--- src/rtl/abc_input_conditioner_pkg.sv ---
// Shared types and constants for the ABC switch input conditioner.
package abc_pkg;

    // Per-bit debounce FSM: STABLE when synchronised input matches the output,
    // PENDING while a differing level is being timed.
    typedef enum logic {
        STABLE  = 1'b0,
        PENDING = 1'b1
    } db_state_e;

    localparam int DEFAULT_DEBOUNCE_CYCLES = 50000;

endpackage : abc_pkg

--- src/rtl/abc_input_conditioner_debounce_bit.sv ---
// One switch bit: two-flop synchroniser, debounce counter and STABLE/PENDING FSM.
//
//   state   | meaning
//   --------+-----------------------------------------------------------
//   STABLE  | synchronised input equals the output, counter held at 0
//   PENDING | synchronised input differs, counter timing the new level
module debounce_bit
    import abc_pkg::*;
#(
    parameter int DEBOUNCE_CYCLES = DEFAULT_DEBOUNCE_CYCLES
) (
    input  logic clk,
    input  logic n_reset,
    input  logic sw_i,
    output logic out_o,
    output logic update_o
);

    localparam int CNT_W = $clog2(DEBOUNCE_CYCLES) + 1;
    localparam logic [CNT_W-1:0] CNT_LAST = CNT_W'(DEBOUNCE_CYCLES - 1);

    logic             sync1_q;
    logic             sync2_q;
    logic [CNT_W-1:0] cnt_q;
    logic [CNT_W-1:0] cnt_d;
    db_state_e        state_q;
    db_state_e        state_d;
    logic             out_q;
    logic             out_d;
    logic             update;

    // Synchroniser, counter, FSM and output registers.
    always_ff @(posedge clk or negedge n_reset) begin
        if (!n_reset) begin
            sync1_q <= 1'b0;
            sync2_q <= 1'b0;
            cnt_q   <= '0;
            state_q <= STABLE;
            out_q   <= 1'b0;
        end else begin
            sync1_q <= sw_i;
            sync2_q <= sync1_q;
            cnt_q   <= cnt_d;
            state_q <= state_d;
            out_q   <= out_d;
        end
    end

    // Next-state: time a differing level, drop it on a bounce, commit at terminal count.
    always_comb begin
        cnt_d   = '0;
        state_d = STABLE;
        out_d   = out_q;
        update  = 1'b0;
        if (sync2_q != out_q) begin
            // Terminal count also covers DEBOUNCE_CYCLES == 1, where the first
            // differing clock commits straight from STABLE.
            if (cnt_q == CNT_LAST) begin
                out_d  = sync2_q;
                update = 1'b1;
            end else begin
                state_d = PENDING;
                cnt_d   = (state_q == STABLE) ? CNT_W'(1) : cnt_q + CNT_W'(1);
            end
        end
    end

    assign out_o    = out_q;
    assign update_o = update;

endmodule : debounce_bit

--- src/rtl/abc_input_conditioner.sv ---
// Debounces the three raw switch levels into A, B, C and flags any change.
module abc_input_conditioner
    import abc_pkg::*;
#(
    parameter int DEBOUNCE_CYCLES = DEFAULT_DEBOUNCE_CYCLES
) (
    input  logic       clk,
    input  logic       n_reset,
    input  logic [2:0] sw,
    output logic       A,
    output logic       B,
    output logic       C,
    output logic       abc_changed
);

    logic [2:0] deb;
    logic [2:0] upd;
    logic       abc_changed_q;
    logic       abc_changed_d;

    for (genvar i = 0; i < 3; i++) begin : g_bit
        debounce_bit #(
            .DEBOUNCE_CYCLES(DEBOUNCE_CYCLES)
        ) u_debounce_bit (
            .clk     (clk),
            .n_reset (n_reset),
            .sw_i    (sw[i]),
            .out_o   (deb[i]),
            .update_o(upd[i])
        );
    end

    // Any bit committing at this edge raises the change flag at the same edge.
    always_comb begin
        abc_changed_d = |upd;
    end

    // Change-flag register.
    always_ff @(posedge clk or negedge n_reset) begin
        if (!n_reset) begin
            abc_changed_q <= 1'b0;
        end else begin
            abc_changed_q <= abc_changed_d;
        end
    end

    assign A           = deb[2];
    assign B           = deb[1];
    assign C           = deb[0];
    assign abc_changed = abc_changed_q;

endmodule : abc_input_conditioner

--- config.mk ---
export PLATFORM = sky130hd
export DESIGN_NAME = abc_input_conditioner
export DESIGN_NICKNAME = d
export VERILOG_FILES = /design/src/rtl/abc_input_conditioner_pkg.sv /design/src/rtl/abc_input_conditioner_debounce_bit.sv /design/src/rtl/abc_input_conditioner.sv
export SDC_FILE = /design/constraint.sdc
export NUM_CORES = 1
export LEC_CHECK = 0
export BUFFER_PORTS_ARGS = -buffer_cell sky130_fd_sc_hd__buf_2
export CORE_ASPECT_RATIO = 1.2
export CORE_MARGIN = 2
export CORE_UTILIZATION = 40
export CTS_BUF_LIST = sky130_fd_sc_hd__clkbuf_8 sky130_fd_sc_hd__clkbuf_16
export DETAILED_ROUTE_END_ITERATION = 10
export PLACE_DENSITY = 0.57
export SYNTH_ARGS = -nofsm -noshare
export SYNTH_HDL_FRONTEND = slang
export SYNTH_SLANG_ARGS = --single-unit
--- constraint.sdc ---
create_clock -name clk -period 1.8 [get_ports clk]
set_clock_uncertainty 0.1 [all_clocks]
set_input_delay 0.54 -clock clk [delete_from_list [all_inputs] [get_ports clk]]
set_output_delay 0.54 -clock clk [all_outputs]
set_load 0.02 [all_outputs]
==> results.sh, run 1 <==
export IMPL_status="complete, but fails checks"
export IMPL_failed_checks="negative setup slack"
export IMPL_post_place_cells=417
export IMPL_routed_via_density=5.01
export IMPL_yosysSeqAreaShare=0.526
export IMPL_final_cell_mix="dfrtp_1 (64), nor2_1 (61), xnor2_1 (40)"
export IMPL_synth_edff_count=0
export IMPL_layout_drive_gt1_share=0.206
export IMPL_synthXorXnorAreaFrac=0.138
export IMPL_path_clk_slew_ns=0.07
export IMPL_cts_tree="built"
export IMPL_die_h_um=99.6
export IMPL_ys_types=30
export IMPL_path_max_fanout=16
export IMPL_worstPathArrival_ns=1.93
export IMPL_fin_nets=348
export IMPL_powerDensity_mw_per_mm2=757
export IMPL_yosys_area_share_simple=0.257
export IMPL_worstSetupPathType="flip-flop to flip-flop"
export IMPL_ir_worst_vdd_mv=0.599
export IMPL_initial_core_util=0.416
export IMPL_fin_crit_sh=1.01
export IMPL_rsz0062_at_grt="yes"
export IMPL_required_ns=1.91
export IMPL_setup_violations_final=16
export IMPL_ys_flop_type="dfrtp_1"
export IMPL_drv_cap=0
export IMPL_core_area_sq_mm=0.00732
export IMPL_grt_max_degree=65
export IMPL_n_antenna_cell=0
export IMPL_dr_pass1_iters=4
export IMPL_synth_compound_area_share=0.0259
export IMPL_h_tree_depth=3
export IMPL_wl_per_cell_um=13.2
export IMPL_clock_fmax_ghz=0.550
export IMPL_synth_top_family_by_area="simple AND/OR/NAND/NOR gates"
export IMPL_p_leak_uw=0.00148
export IMPL_path_cells="ha_4, nand3_4, or4_4, o311ai_4, buf_12, nor2_1"
export IMPL_worst_path_buf_inv=1
export IMPL_clockRootBuffer="clkbuf_8"
export IMPL_postPlaceCellArea_sq_mm=0.00346
export IMPL_postSynthCellCount=294
export IMPL_synth_area_per_cell_sq_um=10.4
export IMPL_routed_wl_mm=5.72
export IMPL_startpoint_type="flip-flop"
export IMPL_cts_buffers=9
export IMPL_drt_initial_drc_count=94
export IMPL_die_w_um=83.7
export IMPL_io_pins=9
export IMPL_critical_path_max_stage_delay_ns=0.46
export IMPL_cp_slowest_cell="or4_4"
export IMPL_grt_overflow=0
export IMPL_place_hpwl_mm=3.87
export IMPL_final_cell_area_sq_mm=0.00368
export IMPL_slew_violations=0
export IMPL_grt_total_usage=0.149
export IMPL_antenna_found_initial=0
export IMPL_worst_slack_ns=-0.0167
export IMPL_synth_mux_area_fraction=0.0111
export IMPL_cts_buffer_depth=2
export IMPL_first_global_vias=2172
export IMPL_path_delay_family="simple AND/OR/NAND/NOR gates"
export IMPL_async_flop_share=1.00
export IMPL_place_gp_congestion=0.785
export IMPL_period_needed_ns=1.82
export IMPL_synth_fa_ha_area_frac=0.0123
export IMPL_antenna_left=0
export IMPL_numClockSinks=64
export IMPL_io_buffer_count=8
export IMPL_area_growth_pct=20.7
export IMPL_dieArea_sq_mm=0.00833
export IMPL_post_place_ws_ns=-0.0641
export IMPL_synth_seq_cells=64
export IMPL_endpoint_kind="flip-flop"
export IMPL_vias=2176
export IMPL_grt_pass1_wl_mm=10.0
export IMPL_remaining_drc_errors=0
export IMPL_final_common_cell="dfrtp_1"
export IMPL_tightestPinTransition_ns=0.411
export IMPL_std_cell_rows=34
export IMPL_instances_no_fill=434
export IMPL_hold_viol_final=0
export IMPL_synth_nets=302
export IMPL_clkLatencyLatePin_ns=0.33
export IMPL_hold_buffers=0
export IMPL_p_total_uw=2790
export IMPL_finalCoreUtilization=0.503
export IMPL_yosys_warnings=0
export IMPL_slew_headroom=0.724
export IMPL_synth_area_sq_mm=0.00305
export IMPL_holdCritPathClass="input pin to asynchronous set/reset pin"
==> worst paths after layout <==
kind / start / slack [ns] / to / depth (start not counted)
min in group clk: sw[0] / 0.22 / g_bit[0].u_debounce_bit.sync1_q / 1
worst max register to register: g_bit[0].u_debounce_bit.cnt_q[0] / -0.02 / g_bit[0].u_debounce_bit.cnt_q[10] / 6
worst max-delay path: g_bit[0].u_debounce_bit.cnt_q[0] / -0.02 / g_bit[0].u_debounce_bit.cnt_q[10] / 6
worst min register to register: g_bit[0].u_debounce_bit.sync1_q / 0.25 / g_bit[0].u_debounce_bit.sync2_q / 0
max in group asynchronous: n_reset / 1.20 / g_bit[1].u_debounce_bit.cnt_q[3] / 2
worst min-delay path: n_reset / 0.11 / g_bit[2].u_debounce_bit.cnt_q[12] / 2
==> registers in the layout, summed over array words and instances, names as in the netlist <==
register / flops
g_bit.u_debounce_bit.state_q: 3
g_bit.u_debounce_bit.cnt_q: 51
abc_changed: 1
g_bit.u_debounce_bit.sync1_q: 3
g_bit.u_debounce_bit.out_o: 3
g_bit.u_debounce_bit.sync2_q: 3
==> worst register-to-register path, stage by stage, from the launching register on <==
cell	delay, ns
dfrtp_1	0.39
ha_4	0.17
nand3_4	0.08
or4_4	0.46
o311ai_4	0.27
buf_12	0.18
nor2_1	0.06
==> power by group <==
group / total, uW / switching, uW / internal [uW]
logic: 120 / 70.4 / 49.5
clock network: 1190 / 536 / 658
registers: 1470 / 14.7 / 1460
total: 2790 / 621 / 2160
==> synthesized netlist by cell type (3+ instances only) <==
cell      number  share of area
nand2_1       12          0.015
nor4_1        15          0.031
xor2_1         8          0.023
nand3_1       17          0.028
ha_1           3          0.012
nor3_1        12          0.020
nor2_1        61          0.075
mux2_2         3          0.011
nand4_1       18          0.037
dfrtp_1       64           0.53
inv_1         12          0.015
xnor2_1       40           0.12
clkbuf_1       5         0.0062
nor4b_1        4          0.012
==> area by class of cell <==
type / instances / area, sq um
timing repair buffer: 43 / 340
multi-input combinational: 210 / 1390
tap: 90 / 113
fill: 690 / 3640
clock buffer: 10 / 138
inverter: 12 / 45.0
sequential: 64 / 1600
clock inverter: 5 / 48.8
==> logic make-up after synthesis <==
| group | Yosys count |
|---|---|
| xor+xnor | 48 |
| buf+inv | 20 |
| fa+ha+maj | 3 |
| compound gates | 6 |
| mux | 3 |
| simple gates | 150 |
| flops | 64 |
==> metrics by stage <==
step | setup TNS [ns] | hold WS (ns)
finish | -0.0902 | 0.109
global route | -1.19 | 0.141
CTS | -0.324 | 0.117
detailed placement | -0.896 | 0.237
global placement | -0.197 | 0.232
floorplan | -1.31 | 0.144
==> layer usage <==
layer,vias up,routed length (um),track usage
li1,1108,-,-
met1,1040,2850,0.202
met2,22,2670,0.234
met3,6,123,0.0307
met4,0,70,0.0620
met5,-,0,0
==> timing repair <==
action	4_1_cts	5_1_grt
setup buffers	1	1
pin swaps	0	1
endpoints found under the setup margin	17	33
resized for setup	1	1
(Power assumes the default switching activity.)
==> run 2: changes to the inputs <==
==> constraint.sdc (replaced) <==
create_clock -name clk -period 1.8 [get_ports clk]
set_clock_uncertainty 0.1 [all_clocks]
set_input_delay 0.18 -clock clk [delete_from_list [all_inputs] [get_ports clk]]
set_output_delay 0.18 -clock clk [all_outputs]
set_load 0.02 [all_outputs]
==> run 2 against run 1 <==
Net effect: the flow still finishes with violations (negative setup slack); power grew 2.7%; routed wire length is 0.23% higher; critical path depth did not move; die area unchanged; largest cell class unchanged.
==> results.sh, run 2 (same netlist as run 1, synthesis figures left out) <==
export IMPL_routed_via_density=5.10
export IMPL_reg2reg_from="g_bit[0].u_debounce_bit.cnt_q[1]"
export IMPL_n_antenna_cell=0
export IMPL_grt_pass1_wl_mm=10.1
export IMPL_numClockSinks=64
export IMPL_dr_pass1_iters=4
export IMPL_timing_rr_end="g_bit[0].u_debounce_bit.cnt_q[15]"
export IMPL_path_delay_family="simple AND/OR/NAND/NOR gates"
export IMPL_startpoint_type="flip-flop"
export IMPL_cts_buffers=9
export IMPL_path_max_fanout=16
export IMPL_multi_input_area_sq_mm=0.00140
export IMPL_grt_total_usage=0.152
export IMPL_final_cell_mix="dfrtp_1 (64), nor2_1 (61), xnor2_1 (40)"
export IMPL_worstSetupPathType="flip-flop to flip-flop"
export IMPL_endpoint="g_bit[0].u_debounce_bit.cnt_q[15]"
export IMPL_path_cells="ha_4, nand3_4, or4_4, o311ai_4, buf_12, nor2_1"
export IMPL_die_w_um=83.7
export IMPL_holdWs_ns=0.252
export IMPL_hold_viol_final=0
export IMPL_cts_tree="built"
export IMPL_worstPathArrival_ns=1.95
export IMPL_path_clk_slew_ns=0.07
export IMPL_final_common_cell="dfrtp_1"
export IMPL_critical_path_max_stage_delay_ns=0.47
export IMPL_finalCoreUtilization=0.511
export IMPL_failed_checks="negative setup slack"
export IMPL_place_hpwl_mm=3.93
export IMPL_tightestPinTransition_ns=0.517
export IMPL_required_ns=1.92
export IMPL_routed_wl_mm=5.73
export IMPL_layout_drive_gt1_share=0.205
export IMPL_core_area_sq_mm=0.00732
export IMPL_fin_nets=351
export IMPL_cts_buffer_depth=2
export IMPL_slew_violations=0
export IMPL_h_tree_depth=3
export IMPL_initial_core_util=0.416
export IMPL_holdCritPathClass="input pin to asynchronous set/reset pin"
export IMPL_period_needed_ns=1.83
export IMPL_final_cell_area_sq_mm=0.00374
export IMPL_die_h_um=99.6
export IMPL_antenna_left=0
export IMPL_grt_max_degree=33
export IMPL_setup_violations_final=17
export IMPL_largest_reg_flops=51
export IMPL_io_buffer_count=8
export IMPL_std_cell_rows=34
export IMPL_cp_depth=6
export IMPL_slew_headroom=0.655
export IMPL_ir_worst_vdd_mv=0.527
export IMPL_first_global_vias=2227
export IMPL_drv_cap=0
export IMPL_worst_path_buf_inv=1
export IMPL_rsz0062_at_grt="yes"
export IMPL_clkLatencyLatePin_ns=0.33
export IMPL_p_total_uw=2860
export IMPL_area_sequential_sq_mm=0.00160
export IMPL_powerDensity_mw_per_mm2=765
export IMPL_endpoint_kind="flip-flop"
export IMPL_drt_initial_drc_count=92
export IMPL_area_growth_pct=22.8
export IMPL_vias=2227
export IMPL_worstSetupStartpoint="g_bit[0].u_debounce_bit.cnt_q[1]"
export IMPL_fin_crit_sh=1.02
export IMPL_dieArea_sq_mm=0.00833
export IMPL_io_pins=9
export IMPL_grt_overflow=0
export IMPL_place_gp_congestion=0.773
export IMPL_postPlaceCellArea_sq_mm=0.00346
export IMPL_antenna_found_initial=0
export IMPL_worst_slack_ns=-0.0275
export IMPL_fillCellCount=677
export IMPL_remaining_drc_errors=0
export IMPL_status="complete, but fails checks"
export IMPL_clockRootBuffer="clkbuf_8"
export IMPL_r2r_slack_ns=-0.03
export IMPL_top_register="g_bit.u_debounce_bit.cnt_q"
export IMPL_wl_per_cell_um=13.1
export IMPL_p_leak_uw=0.00151
export IMPL_cp_slowest_cell="or4_4"
export IMPL_clock_fmax_ghz=0.547
export IMPL_r2r_cells=6
-- run 2: changes by cell type in the layout (fill, tap and decap cells not counted), sizes merged --
cell,previous run,this run
dlygate4sd3,0,4
buf,43,42
inv,13,12
clkinv,3,2
clkbuf,10,12
-- run 2: metal layers --
metal / vias to the layer above / global-route usage / share of wire
met2: 35 / 0.251 / 0.49
li1: 1108 / - / -
met1: 1076 / 0.195 / 0.47
met5: - / 0 / 0
met3: 8 / 0.0290 / 0.027
met4: 0 / 0.0707 / 0.017
-- run 2: area by class of cell --
type / instances / area share
Timing Repair Buffer: 46 / 0.0997
Tap cell: 90 / 0.0301
Clock buffer: 12 / 0.0442
Sequential cell: 64 / 0.428
Multi-Input combinational cell: 210 / 0.375
Inverter: 12 / 0.0120
Clock inverter: 3 / 0.0107
-- run 2: worst min path at each step --
stage / startpoint / endpoint / slack (ns) / cells past startpoint
floorplan: n_reset / abc_changed / -0.22 / 0
global placement: n_reset / g_bit[2].u_debounce_bit.cnt_q[12] / 0.09 / 1
detailed placement: n_reset / g_bit[2].u_debounce_bit.cnt_q[12] / 0.09 / 1
CTS: g_bit[0].u_debounce_bit.sync1_q / g_bit[0].u_debounce_bit.sync2_q / 0.25 / 0
global route: g_bit[0].u_debounce_bit.sync1_q / g_bit[0].u_debounce_bit.sync2_q / 0.27 / 0
finish: n_reset / g_bit[2].u_debounce_bit.cnt_q[12] / 0.25 / 2
-- run 2: through the flow --
step / instances / TNS [ns] / worst slack, ns
finish: 437 / -0.401 / -0.0275
global route: 437 / -1.80 / -0.117
CTS: 436 / -0.727 / -0.0496
detailed placement: 417 / -0.834 / -0.0689
global placement: 417 / -0.168 / -0.0252
floorplan: 294 / -1.31 / -0.118
-- run 2: worst reg2reg max path, cell delays in order (launching register included) --
cell      delay, ns
dfrtp_1        0.40
ha_4           0.16
nand3_4        0.08
or4_4          0.47
o311ai_4       0.27
buf_12         0.18
nor2_1         0.06
-- run 2: power breakdown --
group	internal (uW)	total [uW]	switching, uW
Combinational	55.1	126	70.5
Clock	741	1260	523
Sequential	1460	1470	14.7
Total	2250	2860	608
-- run 2: what timing repair did --
item / 4_1_cts / 5_1_grt
resized for setup: 2 / 2
pin swaps: 0 / 0
setup buffers: 0 / 1
setup endpoints to repair: 17 / 33
cloned: 0 / 0
hold buffers: 4 / 0
endpoints found under the hold margin: 22 / 0
